### config.mk
export PLATFORM = sky130hd
export DESIGN_NAME = div_issue_ctrl
export DESIGN_NICKNAME = d
export VERILOG_FILES = /design/src/rtl/div_issue_ctrl.sv
export SDC_FILE = /design/constraint.sdc
export NUM_CORES = 1
export LEC_CHECK = 0
export CAP_MARGIN = 20
export CORE_ASPECT_RATIO = 0.8
export CORE_MARGIN = 4
export CORE_UTILIZATION = 55
export CTS_BUF_LIST = sky130_fd_sc_hd__clkbuf_2
export CTS_CLUSTER_SIZE = 28
export DETAILED_ROUTE_END_ITERATION = 16
export DONT_BUFFER_PORTS = 1
export PLACE_DENSITY_LB_ADDON = 0.2
export SLEW_MARGIN = 20
export SYNTH_ARGS = -nofsm -noshare
export SYNTH_HDL_FRONTEND = slang
export SYNTH_SLANG_ARGS = --single-unit
### constraint.sdc
create_clock -name clk -period 5.9 [get_ports clk]
set_input_delay 1.77 -clock clk [delete_from_list [all_inputs] [get_ports clk]]
set_output_delay 1.77 -clock clk [all_outputs]
set_load 0.02 [all_outputs]
### src/rtl/div_issue_ctrl.sv
// Operand front-end for a registered single-cycle divider: buffers requests, issues them one at a time,
// screens zero divisors, and returns tagged quotients. Optional `DIVQ_STATS_EN adds handshake counters.
module div_issue_ctrl #(
  parameter int WIDTH = 16,
  parameter int DEPTH = 4,
  parameter int TAG_W = 4
) (
  input  logic             clk,
  input  logic             rst,
  input  logic             in_valid,
  output logic             in_ready,
  input  logic [WIDTH-1:0] in_a,
  input  logic [WIDTH-1:0] in_b,
  output logic [WIDTH-1:0] div_a,
  output logic [WIDTH-1:0] div_b,
  input  logic [WIDTH-1:0] div_res,
  output logic             out_valid,
  input  logic             out_ready,
  output logic [WIDTH-1:0] out_q,
  output logic             out_dbz,
  output logic [TAG_W-1:0] out_tag
`ifdef DIVQ_STATS_EN
  ,
  output logic [15:0]      stat_ops,
  output logic [15:0]      stat_dbz
`endif
);
  localparam int AW = (DEPTH > 1) ? $clog2(DEPTH) : 1;
  localparam int CW = AW + 1;

  typedef enum logic [1:0] {S_IDLE, S_DRIVE, S_SAMPLE, S_OUT} state_t;

  logic [WIDTH-1:0] r_mem_a   [DEPTH];
  logic [WIDTH-1:0] r_mem_b   [DEPTH];
  logic [TAG_W-1:0] r_mem_tag [DEPTH];

  logic [AW-1:0]    r_wptr, r_rptr;
  logic [CW-1:0]    r_count;
  logic [TAG_W-1:0] r_tag_cnt;
  state_t           r_state;
  logic [WIDTH-1:0] r_div_a, r_div_b, r_out_q;
  logic             r_out_dbz, r_out_valid;
  logic [TAG_W-1:0] r_out_tag, r_job_tag;

  logic w_full, w_empty, w_push, w_pop, w_hs;
  logic [WIDTH-1:0] w_head_a, w_head_b;
  logic [TAG_W-1:0] w_head_tag;

  assign w_full     = (r_count == CW'(DEPTH));
  assign w_empty    = (r_count == '0);
  assign w_push     = in_valid & ~w_full;
  assign w_hs       = r_out_valid & out_ready;
  // A pop happens from IDLE, or back-to-back from OUT on the handshake edge.
  assign w_pop      = ~w_empty & ((r_state == S_IDLE) | ((r_state == S_OUT) & w_hs));
  assign w_head_a   = r_mem_a[r_rptr];
  assign w_head_b   = r_mem_b[r_rptr];
  assign w_head_tag = r_mem_tag[r_rptr];

  always_ff @(posedge clk) begin
    if (!rst && w_push) begin
      r_mem_a[r_wptr]   <= in_a;
      r_mem_b[r_wptr]   <= in_b;
      r_mem_tag[r_wptr] <= r_tag_cnt;
    end
  end

  always_ff @(posedge clk) begin
    if (rst) begin
      r_wptr    <= '0;
      r_rptr    <= '0;
      r_count   <= '0;
      r_tag_cnt <= '0;
    end else begin
      if (w_push) begin
        r_wptr    <= r_wptr + AW'(1);
        r_tag_cnt <= r_tag_cnt + TAG_W'(1);
      end
      if (w_pop) r_rptr <= r_rptr + AW'(1);
      r_count <= r_count + CW'(w_push) - CW'(w_pop);
    end
  end

  always_ff @(posedge clk) begin
    if (rst) begin
      r_state     <= S_IDLE;
      r_div_a     <= '0;
      r_div_b     <= '0;
      r_out_q     <= '0;
      r_out_dbz   <= 1'b0;
      r_out_tag   <= '0;
      r_out_valid <= 1'b0;
      r_job_tag   <= '0;
    end else begin
      case (r_state)
        S_IDLE, S_OUT: begin
          if (r_state == S_OUT && w_hs) begin
            r_out_valid <= 1'b0;
            r_state     <= S_IDLE;
          end
          if (w_pop) begin
            if (w_head_b != '0) begin
              r_div_a   <= w_head_a;
              r_div_b   <= w_head_b;
              r_job_tag <= w_head_tag;
              r_state   <= S_DRIVE;
            end else begin
              // Zero divisor is answered here; the divider inputs are left alone.
              r_out_q     <= '0;
              r_out_dbz   <= 1'b1;
              r_out_tag   <= w_head_tag;
              r_out_valid <= 1'b1;
              r_state     <= S_OUT;
            end
          end
        end
        S_DRIVE: r_state <= S_SAMPLE;
        S_SAMPLE: begin
          r_out_q     <= div_res;
          r_out_dbz   <= 1'b0;
          r_out_tag   <= r_job_tag;
          r_out_valid <= 1'b1;
          r_state     <= S_OUT;
        end
        default: r_state <= S_IDLE;
      endcase
    end
  end

  assign in_ready  = ~w_full;
  assign div_a     = r_div_a;
  assign div_b     = r_div_b;
  assign out_valid = r_out_valid;
  assign out_q     = r_out_q;
  assign out_dbz   = r_out_dbz;
  assign out_tag   = r_out_tag;

`ifdef DIVQ_STATS_EN
  logic [15:0] r_stat_ops, r_stat_dbz;

  always_ff @(posedge clk) begin
    if (rst) begin
      r_stat_ops <= '0;
      r_stat_dbz <= '0;
    end else if (w_hs) begin
      if (r_stat_ops != 16'hFFFF) r_stat_ops <= r_stat_ops + 16'd1;
      if (r_out_dbz && r_stat_dbz != 16'hFFFF) r_stat_dbz <= r_stat_dbz + 16'd1;
    end
  end

  assign stat_ops = r_stat_ops;
  assign stat_dbz = r_stat_dbz;
`else
  // Statistics counters are not built in this configuration.
`endif
endmodule

# Word-level counts from Yosys, hierarchy flattened
# Memories as Yosys holds them, arrays and structs flattened. A register that Yosys moved wholly into a read port is not among the register bits.
# Index checks and enable logic that the tools add are counted.
# word_totals
out_inout_bits	55
ramBits	144
memories	3
reg_bits	55
in_bits	52
# op_classes
eq_ne	7
mux	23
n_addsub	5
reduce_logical	10
bitwise	7
# mem_list
memory	depth	width	rd	rd_clocked_by_memory_dff	write_ports	line_no	source
r_mem_a	4	16	1	1	1	33	logic [WIDTH-1:0] r_mem_a [DEPTH];
r_mem_b	4	16	1	1	1	34	logic [WIDTH-1:0] r_mem_b [DEPTH];
r_mem_tag	4	4	1	1	1	35	logic [TAG_W-1:0] r_mem_tag [DEPTH];
# ops
op	n
two-way mux 16 bit	2
case mux 16 bit (2 select lines)	1
nonzero test 16 bit	1
two-way mux 2 bit	7
two-way mux 4 bit	2
case mux 4 bit (2 select lines)	1
two-way mux 1 bit	7
case mux 2 bit (3 select lines)	1
AND reduction 3 bit	2
adder 2 x 1 -> 2 bit, second input constant	2
adder 4 x 1 -> 4 bit, second input constant	1
bitwise AND 1 bit	4
== test 2 bit, second input constant	2
inequality test 2 bit, second input constant	2
case mux 1 bit (2 select lines)	2
adder 3 x 1 -> 3 bit	1
== test 3 bit, second input constant	1
logical NOT 3 bit	1
inequality test 3 bit, second input constant	1
subtractor 3 x 1 -> 3 bit	1
== test 2 x 1 -> 1 bit, second input constant	1
logical AND 1 bit	2
logical NOT 2 bit	1
inverter 1 bit	2
other kinds (4)	4

# Depth between registers and ports, before layout
# Gate-level depths: netlist (run 1).
# logic_depth
word_depth	6
mapped_depth	12
mapped_depth_nobuf	12

# Least setup slack after synthesis (run 1)
# No wires, ideal clock.
# synth_path
kind	input port to flip-flop
startpoint	in in_valid
endpoint	mem r_mem_a[0][0], enable pin
required_time_ps	5418
slack_ps	318
t_arrival_ps	5101
cell_stages	3
cell_sequence	a21boi_1 > inv_1 > nor3b_1
# synth_between
elab_chain_len	4
# synth_lines
element	line_no	source
start, declared	10	input logic in_valid,
bitwise AND 1 bit	51	assign w_push = in_valid & ~w_full;
logical AND 1 bit	60	if (!rst && w_push) begin
two-way mux 1 bit	60	
two-way mux 1 bit (not written as such)	61	r_mem_a[r_wptr] <= in_a;
end, declared	33	
# No other way between the ends.

# Worst setup path in the final report (run 1)
# layout_path
startpoint	in out_ready
endpoint	reg r_div_a[3] (netlist: div_a[3]), read port of r_mem_a
# layout_between
elab_chain_len	5
# layout_lines
element	line_no	source
start, declared	18	input logic out_ready,
bitwise AND 1 bit	52	assign w_hs = r_out_valid & out_ready;
bitwise AND 1 bit	54	assign w_pop = ~w_empty & ((r_state == S_IDLE) | ((r_state == S_OUT) & w_hs));
bitwise OR 1 bit	54	
bitwise AND 1 bit	54	
named net w_pop	45	logic w_full, w_empty, w_push, w_pop, w_hs;
AND reduction 3 bit (no source line)	n/a	
end, declared	41	logic [WIDTH-1:0] r_div_a, r_div_b, r_out_q;
# The timed path passes the listed nets, and every way through them passes these cells.
# A chain may end at the register's enable or synchronous reset.

==> run summary, run 1 <==
PLACE
-------------------------------------------------------------------------------------
Post-placement cell count ..............................................          759
Final weighted congestion in routability-driven placement ..............        0.794
Pre-CTS setup slack ....................................................      1.49 ns
Detailed Place HPWL ....................................................      11.2 mm
Port-buffer cells ......................................................            0
Standard cell area after detailed placement ............................   8790 sq um

TIMING
-------------------------------------------------------------------------------------
PnR worst setup slack ..................................................      2.20 ns
RSZ-0062 raised after global routing ...................................        false
Final period utilization ...............................................        62.8%
Setup TNS after final layout ...........................................         0 ns
Max Transition Viols Final .............................................            0
Minimum period implied by the final worst setup slack ..................      3.70 ns
Worst hold margin ......................................................     0.478 ns
Relative slew margins ..................................................        26.1%
Final clock skew .......................................................    0.0476 ns
Worst Max-Slew Pin Slew ................................................      1.11 ns
Achievable frequency ...................................................      270 MHz
Hold Violations, Final .................................................            0
Number of endpoints failing setup at the final stage ...................            0

LAYOUT
-------------------------------------------------------------------------------------
N_diodes ...............................................................            0
Number of filler instances in the final layout .........................         1185
Synthesis-to-finish area growth ........................................        8.47%
Commonest cells after routing, fill and taps aside ..................... sky130_fd_sc_hd__edfxtp_1 (144), sky130_fd_sc_hd__clkbuf_2 (75), sky130_fd_sc_hd__dfxtp_1 (73), sky130_fd_sc_hd__a21oi_1 (41), sky130_fd_sc_hd__o21ai_0 (39)
Non-filler instance count after layout .................................          855
Proportion of layout cells with a drive suffix above 1 .................        22.3%
Layout Utilization .....................................................        61.4%
Final #Nets ............................................................          667
Most frequent standard cell in the layout excluding fill and tap cells . sky130_fd_sc_hd__edfxtp_1
Summed area of non-filler cells in the final layout ....................   9310 sq um

GRT
-------------------------------------------------------------------------------------
First-pass GRT wire length .............................................      29.2 mm
Via count of the first global-routing pass .............................         5363
Final global-route overflow total ......................................            0
Largest net degree at the start of global routing ......................          109
All-layer global routing usage .........................................        21.0%
Initial antenna violation count ........................................            0

CRITICAL PATH
-------------------------------------------------------------------------------------
Worst setup slack for register-to-register paths .......................      2.45 ns
Critical path origin ...................................................    out_ready
CP max FO ..............................................................           29
Crit Reg-Reg Endpoint .................................................. out_q[12]$_SDFFE_PP0P_
Worst setup path end ................................................... div_a[3]$_SDFFE_PP0P_
Max stage delay cell, worst path ....................................... sky130_fd_sc_hd__nand2_1
Required time at the endpoint of the critical path .....................      6.55 ns
CP max stage delay .....................................................      0.81 ns
Crit Path Category ..................................................... input pin to flop
Endpoint type of the worst setup path ..................................         flop
Cell chain of the critical path ........................................ and3_1, o32ai_1, clkinv_1, nand2_1, buf_4, o21ai_0, a21oi_1
Startpoint Class .......................................................    input pin
Cell depth of the worst flop-to-flop path ..............................            6
Critical path data arrival time ........................................      4.35 ns

CLOCKING
-------------------------------------------------------------------------------------
Clock transition at the registers of the reported paths ................      0.11 ns
Buffer type at the clock tree root ..................................... sky130_fd_sc_hd__clkbuf_2
Clk Latency, worst-skew pair ...........................................      0.74 ns
Number of buffers inserted for hold repair after clock tree synthesis ..            0
Depth of the CTS H-tree ................................................            2
CTS tree ...............................................................        built
TritonCTS Sinks ........................................................          217
Count of cells resized by post-cts repair ..............................            0
CTS buffer count .......................................................           50
Buffers inserted during post-CTS setup optimization ....................            0
CTS Buffer Depth .......................................................            3

JOB
-------------------------------------------------------------------------------------
Max-capacitance violation count ........................................            0

FLOORPLANNING
-------------------------------------------------------------------------------------
Die H ..................................................................       120 um
Number of top-level pins ...............................................          107
Area enclosed by the die boundary ......................................  17700 sq um
Die width ..............................................................       148 um
Core Footprint .........................................................  15200 sq um
Initial core utilization ...............................................        56.6%
Number of core rows ....................................................           40

WORST HOLD PATH
-------------------------------------------------------------------------------------
Hold Path Class ........................................................ flop to flop

LOGIC SYNTHESIS
-------------------------------------------------------------------------------------
XOR/XNOR share of the synthesized area .................................       0.816%
Leading register cell type out of synthesis ............................ sky130_fd_sc_hd__edfxtp_1
Cell count after synthesis .............................................          584
Dominant combinational cell family by area after synthesis ............. multiplexers
Sequential fraction of the synthesis area ..............................        67.4%
Share of synthesized flip-flops with an asynchronous set or reset ......           0%
Post-synthesis instance area ...........................................   8590 sq um
Adder-cell share of the synthesized area ...............................        1.84%
Count of flip-flops with a built-in enable after synthesis .............          144
Post-synthesis share of cell area spent on and, or, nand and nor gates .        8.32%
Count of distinct cell types in the synthesized netlist ................           36
Count of state elements after synthesis ................................          217
Fraction of synthesized area in multiplexers ...........................        9.91%
Post-synthesis net count ...............................................          648
Syn_area_per_cell ......................................................   14.7 sq um
Compound-gate portion of the synthesized area ..........................        9.14%
Synth warn .............................................................            0

DRT
-------------------------------------------------------------------------------------
Total number of vias ...................................................         5181
Starting DRT DRC Count .................................................          379
Routed length per placed instance ......................................      21.7 um
Number of nets with antenna violations after routing ...................            0
First-pass iteration count of the detailed router ......................            4
DRT Wirelength .........................................................      18.6 mm
DR vias/cell ...........................................................         6.06
Count of unresolved DRC violations after routing .......................            0

PWR
-------------------------------------------------------------------------------------
Power per cell area ....................................................  432 nW/um^2
Final Power ............................................................      4.02 mW
Leak ...................................................................      3.01 nW
Max IR drop VDD ........................................................     0.198 mV

OUTCOME
-------------------------------------------------------------------------------------
Outcome ................................................................ complete, no violations

## Yosys cell counts (2+ instances only)
master	count	area [sq um]
sky130_fd_sc_hd__a211oi_1	9	67.6
sky130_fd_sc_hd__a21oi_1	41	205
sky130_fd_sc_hd__a31oi_1	2	12.5
sky130_fd_sc_hd__buf_1	5	18.8
sky130_fd_sc_hd__buf_2	4	20.0
sky130_fd_sc_hd__clkbuf_1	38	143
sky130_fd_sc_hd__dfxtp_1	73	1460
sky130_fd_sc_hd__edfxtp_1	144	4320
sky130_fd_sc_hd__ha_1	11	138
sky130_fd_sc_hd__inv_1	8	30.0
sky130_fd_sc_hd__mux2i_1	4	40.0
sky130_fd_sc_hd__mux4_2	36	811
sky130_fd_sc_hd__nand2_1	26	97.6
sky130_fd_sc_hd__nand2b_1	2	12.5
sky130_fd_sc_hd__nand3_1	37	185
sky130_fd_sc_hd__nand3b_1	16	120
sky130_fd_sc_hd__nor2_1	12	45.0
sky130_fd_sc_hd__nor3b_1	4	30.0
sky130_fd_sc_hd__nor4_2	4	50.1
sky130_fd_sc_hd__o211ai_1	17	128
sky130_fd_sc_hd__o21ai_0	39	195
sky130_fd_sc_hd__o32a_1	16	160
sky130_fd_sc_hd__or4_1	17	128
sky130_fd_sc_hd__xnor2_1	4	35.0
sky130_fd_sc_hd__xor2_1	4	35.0
## registers in the layout, indices dropped and copies added, names as in the netlist, named ones only
name,cells
div_a,16
div_b,16
out_dbz,1
out_q,16
out_tag,4
out_valid,1
r_count,3
r_job_tag,4
r_mem_a,64
r_mem_b,64
r_mem_tag,16
r_rptr,2
r_state,2
r_tag_cnt,4
r_wptr,2
## how the worst min path moves through the flow
| stage | cells past startpoint | slack (ns) | startpoint | to |
|---|---|---|---|---|
| after floorplan | 2 | 0.45 | r_job_tag[0]$_SDFFE_PP0P_ | r_job_tag[0]$_SDFFE_PP0P_ |
| after global placement | 2 | 0.45 | r_job_tag[0]$_SDFFE_PP0P_ | r_job_tag[0]$_SDFFE_PP0P_ |
| after detailed placement | 2 | 0.46 | r_job_tag[2]$_SDFFE_PP0P_ | r_job_tag[2]$_SDFFE_PP0P_ |
| after CTS | 2 | 0.47 | r_job_tag[2]$_SDFFE_PP0P_ | r_job_tag[2]$_SDFFE_PP0P_ |
| after global routing | 2 | 0.50 | r_job_tag[2]$_SDFFE_PP0P_ | r_job_tag[2]$_SDFFE_PP0P_ |
| final | 2 | 0.48 | r_job_tag[2]$_SDFFE_PP0P_ | r_job_tag[2]$_SDFFE_PP0P_ |
## power by group
| part | leakage [nW] | switching, mW | internal, mW |
|---|---|---|---|
| Sequential | 1.90 | 0.314 | 1.84 |
| Combinational | 0.743 | 0.553 | 0.368 |
| Clock | 0.366 | 0.565 | 0.386 |
| Total | 3.01 | 1.43 | 2.59 |
## kinds of logic after synthesis
| group | Yosys count |
|---|---|
| flops | 217 |
| compound gates | 126 |
| simple gates | 124 |
| buf+inv | 57 |
| mux | 40 |
| fa+ha+maj | 12 |
| xor+xnor | 8 |
## final cells by class
type | instances | area (sq um) | share of cell area, %
flip-flops and latches | 217 | 5790 | 62.1
repair buffers | 15 | 145 | 1.56
clock buffers | 75 | 375 | 4.03
well taps | 210 | 263 | 2.82
multi-input cells | 310 | 2610 | 28.0
clock inverters | 19 | 101 | 1.09
inverters | 9 | 33.8 | 0.363
## worst max-delay path, delay by kind of cell
family                 cells  cell delay (ns)
AOI/OAI and AO/OA          3             0.71
buffers and inverters      2             0.90
and+or+nand+nor            2             0.97
## per-layer routing
metal	part of all wire [%]	global-route usage (%)	wire, um
met5	0	0	0
met2	48	33.8	8870
met4	1.3	5.70	246
met1	42	27.0	7770
met3	9.1	8.12	1700
Note: power is estimated with default switching activity, not from simulation.
==> run 2: changes to the inputs <==
- clock period: 5.9 -> 3.8 ns (I/O delays scaled with it)
==> run summary, run 2 (synthesis gave the netlist of run 1 again) <==
OUTCOME
-------------------------------------------------------------------------------------
Outcome ................................................................ complete, no violations

WORST HOLD PATH
-------------------------------------------------------------------------------------
Hold Path Class ........................................................ input pin to flop
Hold Crit Start ........................................................          rst
WHS Path Cells .........................................................            1   -1
Hold worst-path end .................................................... div_b[3]$_SDFFE_PP0P_

JOB
-------------------------------------------------------------------------------------
Max-capacitance violation count ........................................            0   unchanged

CLOCKING
-------------------------------------------------------------------------------------
Clk Latency, worst-skew pair ...........................................      0.80 ns   +0.06 ns
Buffer type at the clock tree root ..................................... sky130_fd_sc_hd__clkbuf_2
Depth of the CTS H-tree ................................................            2   unchanged
CTS tree ...............................................................        built
CTS buffer count .......................................................           51   +2.0%
CTS Buffer Depth .......................................................            3   unchanged
Clock transition at the registers of the reported paths ................      0.11 ns   about the same
TritonCTS Sinks ........................................................          217   unchanged
Count of cells resized by post-cts repair ..............................            0   unchanged
Number of buffers inserted for hold repair after clock tree synthesis ..            0   unchanged
Buffers inserted during post-CTS setup optimization ....................            0   unchanged

TIMING
-------------------------------------------------------------------------------------
Final clock skew .......................................................    0.0389 ns   -0.00867 ns
Achievable frequency ...................................................      349 MHz
Hold Violations, Final .................................................            0   unchanged
Setup TNS after final layout ...........................................         0 ns   unchanged
RSZ-0062 raised after global routing ...................................        false
Worst hold margin ......................................................     0.414 ns   -0.0642 ns
Relative slew margins ..................................................        33.2%   +7.1 points
Final period utilization ...............................................        75.3%
Number of endpoints failing setup at the final stage ...................            0   unchanged
Max Transition Viols Final .............................................            0   unchanged
Worst Max-Slew Pin Slew ................................................      1.00 ns   -0.106 ns
Minimum period implied by the final worst setup slack ..................      2.86 ns

DRT
-------------------------------------------------------------------------------------
Number of nets with antenna violations after routing ...................            0   unchanged
First-pass iteration count of the detailed router ......................            4   unchanged
Count of unresolved DRC violations after routing .......................            0   unchanged
Total number of vias ...................................................         5187   +0.12%
Routed length per placed instance ......................................      20.9 um   -3.7%
DR vias/cell ...........................................................         6.02   -0.70%
Starting DRT DRC Count .................................................          312   -18%
DRT Wirelength .........................................................      18.0 mm   -2.9%

FLOORPLANNING
-------------------------------------------------------------------------------------
Core Footprint .........................................................  15200 sq um   unchanged
Number of core rows ....................................................           40   unchanged
Die width ..............................................................       148 um   unchanged
Initial core utilization ...............................................        56.6%   unchanged
Number of top-level pins ...............................................          107   unchanged
Die H ..................................................................       120 um   unchanged
Area enclosed by the die boundary ......................................  17700 sq um   unchanged

LAYOUT
-------------------------------------------------------------------------------------
Most frequent standard cell in the layout excluding fill and tap cells . sky130_fd_sc_hd__edfxtp_1
Summed area of non-filler cells in the final layout ....................   9330 sq um   +0.20%
N_diodes ...............................................................            0   unchanged
Largest registers ...................................................... r_mem_a x64, r_mem_b x64
Synthesis-to-finish area growth ........................................        8.69%
Proportion of layout cells with a drive suffix above 1 .................        23.0%   +0.68 points
Commonest cells after routing, fill and taps aside ..................... sky130_fd_sc_hd__edfxtp_1 (144), sky130_fd_sc_hd__clkbuf_2 (74), sky130_fd_sc_hd__dfxtp_1 (73), sky130_fd_sc_hd__a21oi_1 (41), sky130_fd_sc_hd__o21ai_0 (39)
Layout Utilization .....................................................        61.5%   +0.12 points
Final #Nets ............................................................          673   +0.90%

GRT
-------------------------------------------------------------------------------------
Via count of the first global-routing pass .............................         5368   +0.093%
Largest net degree at the start of global routing ......................          109   unchanged
Layer carrying the most global-route usage .............................         met2
Final global-route overflow total ......................................            0   unchanged
All-layer global routing usage .........................................        20.7%   -0.28 points
First-pass GRT wire length .............................................      28.8 mm   -1.4%
Initial antenna violation count ........................................            0   unchanged
GR Util met2 ...........................................................        31.9%   -1.9 points
GR Util met1 ...........................................................        27.4%   +0.43 points
GRT met3 Usage .........................................................        8.12%   unchanged

PWR
-------------------------------------------------------------------------------------
Max IR drop VDD ........................................................     0.302 mV   +53%
Final Power ............................................................      6.22 mW   +55%
Power per cell area ....................................................  667 nW/um^2   +54%
Leak ...................................................................      3.02 nW   +0.21%

CRITICAL PATH
-------------------------------------------------------------------------------------
Crit-path leading delay family ......................................... simple AND/OR/NAND/NOR gates
Cell chain of the critical path ........................................ buf_4, mux4_2, nor4_2, and4_2, buf_12, a211oi_1, a211oi_1
Crit Path Category ..................................................... flop to flop
Buf+Inv Stages, Crit Path ..............................................            2   unchanged
Critical path data arrival time ........................................      3.55 ns   -0.80 ns
Endpoint type of the worst setup path ..................................         flop
Crit Reg-Reg Endpoint .................................................. out_tag[1]$_SDFFE_PP0P_
CP max stage delay .....................................................      0.58 ns   -0.23 ns
CP max FO ..............................................................           45   +55%
Max stage delay cell, worst path ....................................... sky130_fd_sc_hd__mux4_2
Cell depth of the worst flop-to-flop path ..............................            7   +1
Startpoint Class .......................................................         flop
Worst setup slack for register-to-register paths .......................      0.94 ns   -1.51 ns
Critical Path Most Common Cell ......................................... sky130_fd_sc_hd__a211oi_1
Required time at the endpoint of the critical path .....................      4.49 ns   -2.06 ns

PLACE
-------------------------------------------------------------------------------------
Final weighted congestion in routability-driven placement ..............        0.828   +4.3%
Port-buffer cells ......................................................            0   unchanged
Detailed Place HPWL ....................................................      10.7 mm   -3.8%
Standard cell area after detailed placement ............................   8860 sq um   +0.88%

-- run 2: changes by cell type in the layout (fill, tap and decap cells not counted), sizes merged --
cell	before	now
buf	15	20
bufinv	1	0
clkinvlp	0	2
clkinv	17	20
clkbuf	75	74
inv	10	9
-- run 2: metrics by stage --
step                      setup WS (ns)  instances
after floorplan                   -1.15        584
after global placement            0.574        766
after detailed placement          0.504        766
after CTS                         0.874        862
after global routing              0.644        862
final                             0.937        862
-- run 2: how the worst max path moves through the flow --
stage                   start                       to  slack, ns  cells after the start
CTS                      flop  out_tag[1]$_SDFFE_PP0P_       0.87                      7
finish                   flop  out_tag[1]$_SDFFE_PP0P_       0.94                      7
detailed placement  out_ready    r_count[2]$_SDFF_PP0_       0.50                     11
global route             flop  out_tag[3]$_SDFFE_PP0P_       0.64                      7
floorplan            in_valid  r_mem_a[0][0]$_DFFE_PP_      -1.15                      3
global placement    out_ready    r_count[2]$_SDFF_PP0_       0.57                     11
-- run 2: worst register-to-register path, delay by kind of cell, from the launching register on --
family,cells,cell delay [ns]
buffers and inverters,2,0.63
AOI/OAI and AO/OA,2,0.35
DFF,1,0.32
and+or+nand+nor,2,0.89
muxes,1,0.59
-- run 2: area by class of cell --
type,instances,area (sq um)
Clock inverter,22,97.6
Tap cell,210,263
Clock buffer,74,370
Sequential cell,217,5790
Multi-Input combinational cell,310,2610
Timing Repair Buffer,20,175
Inverter,9,33.8
Fill cell,1164,5830
-- run 2: routing by layer --
layer / wire (um) / vias to the layer above
met1: 7630 / 2607
met5: 0 / -
met2: 8340 / 172
met4: 245 / 0
met3: 1820 / 24
li1: - / 2384
-- run 2: report_power, final --
part           internal (mW)  switching (mW)  leakage (nW)
clock                  0.535           0.894         0.356
sequential              2.85           0.455          1.90
combinational          0.615           0.870         0.760
